<file path="src/rtl/serial_pkg.sv">
`default_nettype none
// ============================================================================
// Module : serial_pkg
// Brief  : Shared state encoding and default width for the bit-serial subtractor.
// Rev    : 1.0
// ============================================================================
package serial_pkg;

  localparam int DEFAULT_WIDTH = 8;

  typedef logic [1:0] state_t;

  localparam state_t IDLE = 2'd0;
  localparam state_t RUN  = 2'd1;
  localparam state_t DONE = 2'd2;

endpackage : serial_pkg
`default_nettype wire

</file>
<file path="src/rtl/sub_1bit.sv">
`default_nettype none
// ============================================================================
// Module : sub_1bit
// Brief  : Combinational 1-bit full subtractor (a - b - bin).
// Rev    : 1.0
// ============================================================================
module sub_1bit (
  input  logic a,
  input  logic b,
  input  logic bin,
  output logic d,
  output logic bout
);

  assign d    = a ^ b ^ bin;
  assign bout = (~a & b) | (~(a ^ b) & bin);

endmodule : sub_1bit
`default_nettype wire

</file>
<file path="src/rtl/serial_sub.sv">
`default_nettype none
// ============================================================================
// Module : serial_sub
// Brief  : Bit-serial LSB-first subtractor with valid/ready handshakes.
//          Optional signed overflow flag with SERIAL_SUB_OVERFLOW_EN.
// Rev    : 1.0
// ============================================================================
module serial_sub
  import serial_pkg::*;
#(
  parameter int WIDTH = DEFAULT_WIDTH
) (
  input  logic             clock,
  input  logic             reset_n,
  input  logic             in_valid,
  output logic             in_ready,
  input  logic [WIDTH-1:0] a,
  input  logic [WIDTH-1:0] b,
  input  logic             bin,
  output logic             out_valid,
  input  logic             out_ready,
  output logic [WIDTH-1:0] diff,
  output logic             bout
`ifdef SERIAL_SUB_OVERFLOW_EN
  ,
  output logic             overflow
`endif
);

  localparam int             CW     = $clog2(WIDTH + 1);
  localparam logic [CW-1:0]  c_LAST = CW'(WIDTH);

  state_t           r_state;
  logic [WIDTH-1:0] r_a;
  logic [WIDTH-1:0] r_b;
  logic [WIDTH-1:0] r_sh;
  logic [WIDTH-1:0] r_diff;
  logic             r_br;
  logic             r_bout;
  logic [CW-1:0]    r_cnt;

  logic             w_d;
  logic             w_bo;
  logic [WIDTH-1:0] w_sh_next;

  sub_1bit u_sub_1bit (
    .a    (r_a[0]),
    .b    (r_b[0]),
    .bin  (r_br),
    .d    (w_d),
    .bout (w_bo)
  );

  // New bit enters at the MSB so the word is LSB-aligned after WIDTH steps.
  generate
    if (WIDTH == 1) begin : g_sh_w1
      assign w_sh_next = w_d;
    end else begin : g_sh_wn
      assign w_sh_next = {w_d, r_sh[WIDTH-1:1]};
    end
  endgenerate

  assign in_ready  = (r_state == IDLE);
  assign out_valid = (r_state == DONE);
  assign diff      = r_diff;
  assign bout      = r_bout;

  always_ff @(posedge clock or negedge reset_n) begin
    if (!reset_n) begin
      r_state <= IDLE;
      r_a     <= '0;
      r_b     <= '0;
      r_sh    <= '0;
      r_diff  <= '0;
      r_br    <= 1'b0;
      r_bout  <= 1'b0;
      r_cnt   <= '0;
    end else begin
      case (r_state)
        IDLE: begin
          if (in_valid) begin
            r_a     <= a;
            r_b     <= b;
            r_br    <= bin;
            r_cnt   <= '0;
            r_state <= RUN;
          end
        end
        RUN: begin
          // One extra RUN cycle after the last bit publishes the result.
          if (r_cnt == c_LAST) begin
            r_diff  <= r_sh;
            r_bout  <= r_br;
            r_state <= DONE;
          end else begin
            r_sh  <= w_sh_next;
            r_br  <= w_bo;
            r_a   <= r_a >> 1;
            r_b   <= r_b >> 1;
            r_cnt <= r_cnt + CW'(1);
          end
        end
        DONE: begin
          if (out_ready) begin
            r_state <= IDLE;
          end
        end
        default: r_state <= IDLE;
      endcase
    end
  end

`ifdef SERIAL_SUB_OVERFLOW_EN
  logic r_sa;
  logic r_sb;
  logic r_ovf;

  always_ff @(posedge clock or negedge reset_n) begin
    if (!reset_n) begin
      r_sa  <= 1'b0;
      r_sb  <= 1'b0;
      r_ovf <= 1'b0;
    end else begin
      if (r_state == IDLE && in_valid) begin
        r_sa <= a[WIDTH-1];
        r_sb <= b[WIDTH-1];
      end
      if (r_state == RUN && r_cnt == c_LAST) begin
        r_ovf <= (r_sa != r_sb) && (r_sh[WIDTH-1] != r_sa);
      end
    end
  end

  assign overflow = r_ovf;
`endif

endmodule : serial_sub
`default_nettype wire

</file>
<file path="config.mk">
export PLATFORM = sky130hd
export DESIGN_NAME = serial_sub
export DESIGN_NICKNAME = d
export VERILOG_FILES = /design/src/rtl/serial_pkg.sv /design/src/rtl/sub_1bit.sv /design/src/rtl/serial_sub.sv
export SDC_FILE = /design/constraint.sdc
export NUM_CORES = 1
export LEC_CHECK = 0
export CAP_MARGIN = 40
export CORE_ASPECT_RATIO = 1.1
export CORE_MARGIN = 2
export CORE_UTILIZATION = 54
export CTS_BUF_LIST = sky130_fd_sc_hd__clkbuf_2 sky130_fd_sc_hd__clkbuf_4 sky130_fd_sc_hd__clkbuf_8
export DETAILED_ROUTE_END_ITERATION = 10
export MAX_ROUTING_LAYER = met4
export PLACE_DENSITY = 0.89
export SLEW_MARGIN = 25
export SYNTH_ARGS = -nofsm -noshare
export SYNTH_HDL_FRONTEND = slang
export SYNTH_SLANG_ARGS = --single-unit
</file>
<file path="constraint.sdc">
create_clock -name clock -period 1.9 [get_ports clock]
set_input_delay 0.19 -clock clock [delete_from_list [all_inputs] [get_ports clock]]
set_output_delay 0.19 -clock clock [all_outputs]
set_load 0.03 [all_outputs]
</file>
==> flow_metrics.tcl, run 1 <==
set metrics [dict create \
    status "finished clean" \
    r2r_cells 6 \
    cts_tree "yes" \
    fin_skew_ps 11.05 \
    wl_per_cell_um 16.74 \
    die-area_um2 3914 \
    n_antenna_cell 0 \
    comb_power_share 0.479 \
    yosysUniqueCellTypes 27 \
    async_flop_share 1.000 \
    fin_util 0.7072 \
    nNetsFinal 190 \
    period_needed_ps 1788 \
    grt_pass1_vias 1244 \
    clock-sinks 40 \
    num_rows 22 \
    p_leak_uw 0.001116 \
    crit_path_end_kind "flip-flop" \
    crit_type "reg2reg" \
    syn_area_um2 1852 \
    drtPass1Iterations 4 \
    powerDensity_nw_per_um2 1929 \
    path_depth 6 \
    grtUsageTotal 0.2127 \
    irDropWorstVdd_mv 1.105 \
    hold_violations 0 \
    pwr-share-seq 0.338 \
    clk_pin_slew_ps 130 \
    io_pins 32 \
    drive_gt1_frac 0.3653 \
    timing.rr.end "r_a[3]" \
    drv_slew 0 \
    max_stage_delay_ps 390 \
    r2r_start "r_cnt[0]" \
    numCtsBuffers 5 \
    cp_cell_sequence "inv_1, ha_1, and3b_1, a21o_1, inv_4, mux2_2" \
    areaGrowthSynthToFinish_pct 26.15 \
    dpl.cell_count 194 \
    first_iter_violations 31 \
    cpLargestDelayFamily "flip-flops" \
    startpoint "r_cnt[0]" \
    syn_inst 126 \
    totalWireLength_um 3399 \
    yosys_warnings 0 \
    fmax_mhz 559.3 \
    core_um2 3303 \
    crit_arrival_ps 2030 \
    power_uw 4506 \
    fillCellCount 245 \
    htreeDepth 2 \
    synth-edff-count 0 \
    clk_latency_ps 350 \
    ys_seq_area_frac 0.5405 \
    cellInternalPower_uw 3021 \
    switchingPower_uw 1485 \
    dp_hpwl_um 2457 \
    max_cap_viol_count 0 \
    grt_max_degree 18 \
    ys_top_cells_by_count "40 x dfrtp_1, 33 x mux2_2, 10 x mux2_4" \
    setup.worst_path.end "r_a[3]" \
    instances_no_fill 203 \
    clockBufferDepth 2 \
    ys_ff_latch 40 \
    synth-main-ff-cell "dfrtp_1" \
    placement.io_buffers 31 \
    tns_ps 0 \
    antenna_left 0 \
    crit_fanout 15 \
    critPathBufInv 2 \
    start_kind "flip-flop" \
    slowest_stage "dfrtp_1" \
    finalSetupViolCount 0 \
    switching_share 0.3295 \
    rsz0062_at_grt "false" \
    hp-class "in2async" \
    drc 0 \
    yosysTopAreaCellShare 0.5405 \
    worst_pin_slew_ps 381.3 \
    clkPwrFrac 0.183 \
    grt_pass1_wl_um 5906 \
    reg2reg_setup_slack_ps 110 \
    dieHeight_um 65.42 \
    vias 1162 \
    avgViaCountPerCell 5.724 \
    die_x_um 59.84 \
    initial_core_util 0.5606 \
    slew_headroom 0.7458 \
    yosysTopAreaCell "dfrtp_1" \
    cts_setup_buffers 0 \
    gp_congestion 0.9049 \
    yosys-top-cells-area "dfrtp_1 54%, mux2_2 20%, mux2_4 8.1%" \
    synth_nets 150 \
    root_buffer "clkbuf_4" \
    antenna_found_initial 0 \
    overflow 0 \
    avgSynthCellArea_um2 14.70 \
    period_share 0.9411 \
    crit_required_ps 2140 \
    yosysMostFrequentCell "dfrtp_1" \
]
## registers in the layout, indices dropped and copies added, names as in the netlist
register  flops
r_br          1
r_b           8
r_cnt         4
r_a           8
bout          1
r_state       2
diff          8
r_sh          8
## per-layer routing
metal	GRT usage	up-vias	wire length, um
li1	-	530	-
met1	0.2350	572	1319
met2	0.3560	49	1793
met3	0.06299	11	192
met4	0.08333	0	93
met5	-	-	0
## worst reg2reg max path: stages (launching register included)
cell and delay, ps:
dfrtp_1 390, inv_1 80, ha_1 220, and3b_1 190, a21o_1 240, inv_4 200, mux2_2 370
## worst min path at each step
| stage | to | slack (ps) | depth (start not counted) |
|---|---|---|---|
| 4_1_cts | diff[3] | 260 | 2 |
| 5_1_grt | diff[3] | 280 | 2 |
| 3_3_place_gp | diff[0] | 120 | 1 |
| 6_report | diff[3] | 270 | 2 |
| 3_5_place_dp | r_sh[0] | 120 | 1 |
| 2_1_floorplan | bout | -110 | 0 |
## through the flow
stage          hold WS [ps]  area (um^2)  worst slack [ps]
6_report              270.1         2336             111.9
5_1_grt               282.7         2336             18.99
4_1_cts               262.4         2333             4.833
3_5_place_dp          124.4         2198             39.85
3_3_place_gp          123.8         2198             149.6
2_1_floorplan        -105.6         1852             217.5
## power by group through the flow
| stage | logic, uW | clock network, uW | registers (uW) |
|---|---|---|---|
| detailed placement | 2180 | 0 | 1540 |
| global placement | 2060 | 0 | 1510 |
| finish | 2160 | 826 | 1520 |
| floorplan | 1540 | 0 | 1640 |
| global route | 2330 | 885 | 1580 |
| CTS | 2190 | 842 | 1520 |
## repair_timing
item                                    4_1_cts  5_1_grt
endpoints found under the hold margin        15        0
hold buffers                                  1        0
gates cloned                                  0        0
resized for setup                             2        2
endpoints found under the setup margin        2       15
## cell families (layout without fill, tap and decap cells)
family,count (synthesis),after routing,share of synthesized area
adder cells (fa/ha/maj),3,3,0.02432
AO/OA/AOI/OAI,11,11,0.04121
flip-flops,40,40,0.5405
buffers and inverters,10,51,0.04121
multiplexers,46,46,0.2980
AND/OR/NAND/NOR,16,16,0.05473
## area by class of cell
class                      count  area [um^2]  area share
multi-input combinational     76        774.5      0.3315
sequential                    40         1001      0.4285
timing repair buffer          37        362.8      0.1553
inverter                       6        25.02     0.01071
clock inverter                 3        90.09     0.03856
clock buffer                   5        37.54     0.01607
tap                           36        45.04     0.01928
## cell usage in the layout (no fill, tap or decap), types with 3 or more instances in the layout
| master | instances |
|---|---|
| dfrtp_1 | 40 |
| buf_4 | 4 |
| inv_1 | 5 |
| mux2i_1 | 3 |
| nand3_1 | 5 |
| bufinv_16 | 3 |
| clkdlybuf4s50_1 | 28 |
| clkbuf_4 | 5 |
| mux2_4 | 10 |
| o21ai_0 | 4 |
| mux2_2 | 33 |
Power figures use the tool's default switching activity.
==> run 2, diff against run 1 <==
--- a/config.mk
+++ b/config.mk
@@ -7,7 +7,6 @@
 export LEC_CHECK = 0
 export CAP_MARGIN = 40
 export CORE_ASPECT_RATIO = 1.1
-export CORE_MARGIN = 2
 export CORE_UTILIZATION = 54
 export CTS_BUF_LIST = sky130_fd_sc_hd__clkbuf_2 sky130_fd_sc_hd__clkbuf_4 sky130_fd_sc_hd__clkbuf_8
 export DETAILED_ROUTE_END_ITERATION = 10
==> run 2 against run 1 <==
Effect of this change: the run now ends with DRC left; fmax up 0.66%; register-to-register slack about the same; die area down 6.3%; global-route usage up 0.23 points; wire length down 5.4%; largest cell class unchanged; clock-buffer cell count unchanged; utilization up 1.7 points; first-iteration DRC count down 13%.
==> flow_metrics.tcl, run 2 (synthesis gave the netlist of run 1 again) <==
set metrics [dict create \
    status "finished with violations" \
    violations "DRC" \
    instances_no_fill 200 \
    crit_type "reg2reg" \
    pwr-share-seq 0.363 \
    wl_per_cell_um 16.08 \
    crit_arrival_ps 2050 \
    final_common_cell "dfrtp_1" \
    htreeDepth 2 \
    grt_pass1_vias 1228 \
    overflow 0 \
    avgViaCountPerCell 5.680 \
    totalWireLength_um 3215 \
    numCtsBuffers 5 \
    switchingPower_uw 1476 \
    vias 1136 \
    nNetsFinal 189 \
    crit_required_ps 2180 \
    grtUsageTotal 0.2150 \
    cellInternalPower_uw 2724 \
    drive_gt1_frac 0.3614 \
    areaGrowthSynthToFinish_pct 23.24 \
    initial_core_util 0.5873 \
    start_kind "flip-flop" \
    irDropWorstVdd_mv 1.036 \
    period_share 0.9349 \
    clock-sinks 40 \
    tns_ps 0 \
    n_antenna_cell 0 \
    hold_violations 0 \
    drc 2 \
    antenna_found_initial 0 \
    worst_pin_slew_ps 465.9 \
    rsz0062_at_grt "false" \
    layout_common_cells "40 x dfrtp_1, 33 x mux2_2, 28 x clkdlybuf4s50_1" \
    drtPass1Iterations 9 \
    slew_headroom 0.6888 \
    cp_cell_sequence "inv_1, ha_1, and3b_1, a21o_1, clkinv_2, buf_4, o21ai_0" \
    num_rows 21 \
    gp_congestion 0.7168 \
    max_cap_viol_count 0 \
    cts_setup_buffers 0 \
    finalSetupViolCount 0 \
    io_pins 32 \
    placement.io_buffers 31 \
    clk_pin_slew_ps 120 \
    max_stage_delay_ps 430 \
    powerDensity_nw_per_um2 1840 \
    antenna_left 0 \
    drv_slew 0 \
    die_x_um 57.84 \
    p_leak_uw 0.001090 \
    clk_latency_ps 360 \
    clkPwrFrac 0.138 \
    period_needed_ps 1776 \
    first_iter_violations 27 \
    dieHeight_um 63.42 \
    design_area_um2 2282 \
    slowest_stage "dfrtp_1" \
    comb_power_share 0.500 \
    die-area_um2 3668 \
    root_buffer "clkbuf_4" \
    grt_max_degree 31 \
    crit_path_end_kind "flip-flop" \
    fmax_mhz 563.0 \
    fin_skew_ps 11.23 \
    clockBufferDepth 2 \
    grt_pass1_wl_um 5658 \
    dp_hpwl_um 2343 \
    cts_tree "yes" \
    crit_fanout 14 \
    hp-class "in2async" \
    core_um2 3153 \
    place_area_um2 2188 \
    switching_share 0.3515 \
    dpl.cell_count 191 \
]
==> run 2: final cells by class <==
class	count	area [um^2]
Sequential cell	40	1001
Fill cell	222	870.8
Multi-Input combinational cell	76	774.5
Timing Repair Buffer	36	355.3
Clock inverter	3	47.55
Tap cell	34	42.54
Clock buffer	5	37.54
Inverter	6	23.77
==> run 2: per-layer routing <==
| metal | wire, um | global-route usage | vias to the layer above | part of all wire |
|---|---|---|---|---|
| li1 | - | - | 526 | - |
| met1 | 1423 | 0.2596 | 564 | 0.44 |
| met2 | 1580 | 0.3448 | 40 | 0.49 |
| met3 | 159 | 0.06160 | 6 | 0.049 |
| met4 | 51 | 0.07143 | 0 | 0.016 |
| met5 | 0 | - | - | 0 |
==> run 2: worst paths after layout <==
check	start	endpoint	slack, ps	depth (start not counted)
worst min register to register	r_a[7]	r_a[7]	510	1
worst max-delay path	r_cnt[1]	r_cnt[0]	120	7
worst min-delay path	reset_n	r_a[3]	230	2
min in group clock	out_ready	r_state[1]	430	3
max in group asynchronous	reset_n	r_state[0]	1230	3
worst max register to register	r_cnt[1]	r_cnt[0]	120	7
==> run 2: repair_timing <==
| action | 4_1_cts | 5_1_grt |
|---|---|---|
| gates resized for setup | 2 | 1 |
| endpoints found under the setup margin | 2 | 10 |
| endpoints found under the hold margin | 40 | 0 |
| hold buffers | 1 | 0 |
==> run 2: per-stage QoR <==
step                total power (uW)  hold WS, ps  utilization  setup WS [ps]
floorplan                       3173       -105.6            -          217.5
detailed placement              3655        91.56       0.6940          88.06
global route                    4479        248.8       0.7238          7.497
finish                          4200        228.7       0.7238          123.7
CTS                             4229        225.5       0.7234          66.73
global placement                3518        340.3       0.6877          165.4
==> run 2: critical path: cells and delay by family, from the launching register on <==
kind                       cells  cell delay [ps]
buffers and inverters          3              610
adders and majority gates      1              170
AOI/OAI and AO/OA              2              330
and+or+nand+nor                1              160
DFF                            1              430
==> run 2: power by group through the flow <==
stage	Combinational, uW	Clock [uW]	Sequential [uW]
4_1_cts	2120	593	1520
3_5_place_dp	2110	0	1540
3_3_place_gp	2010	0	1510
5_1_grt	2270	623	1580
2_1_floorplan	1540	0	1640
6_report	2100	578	1520
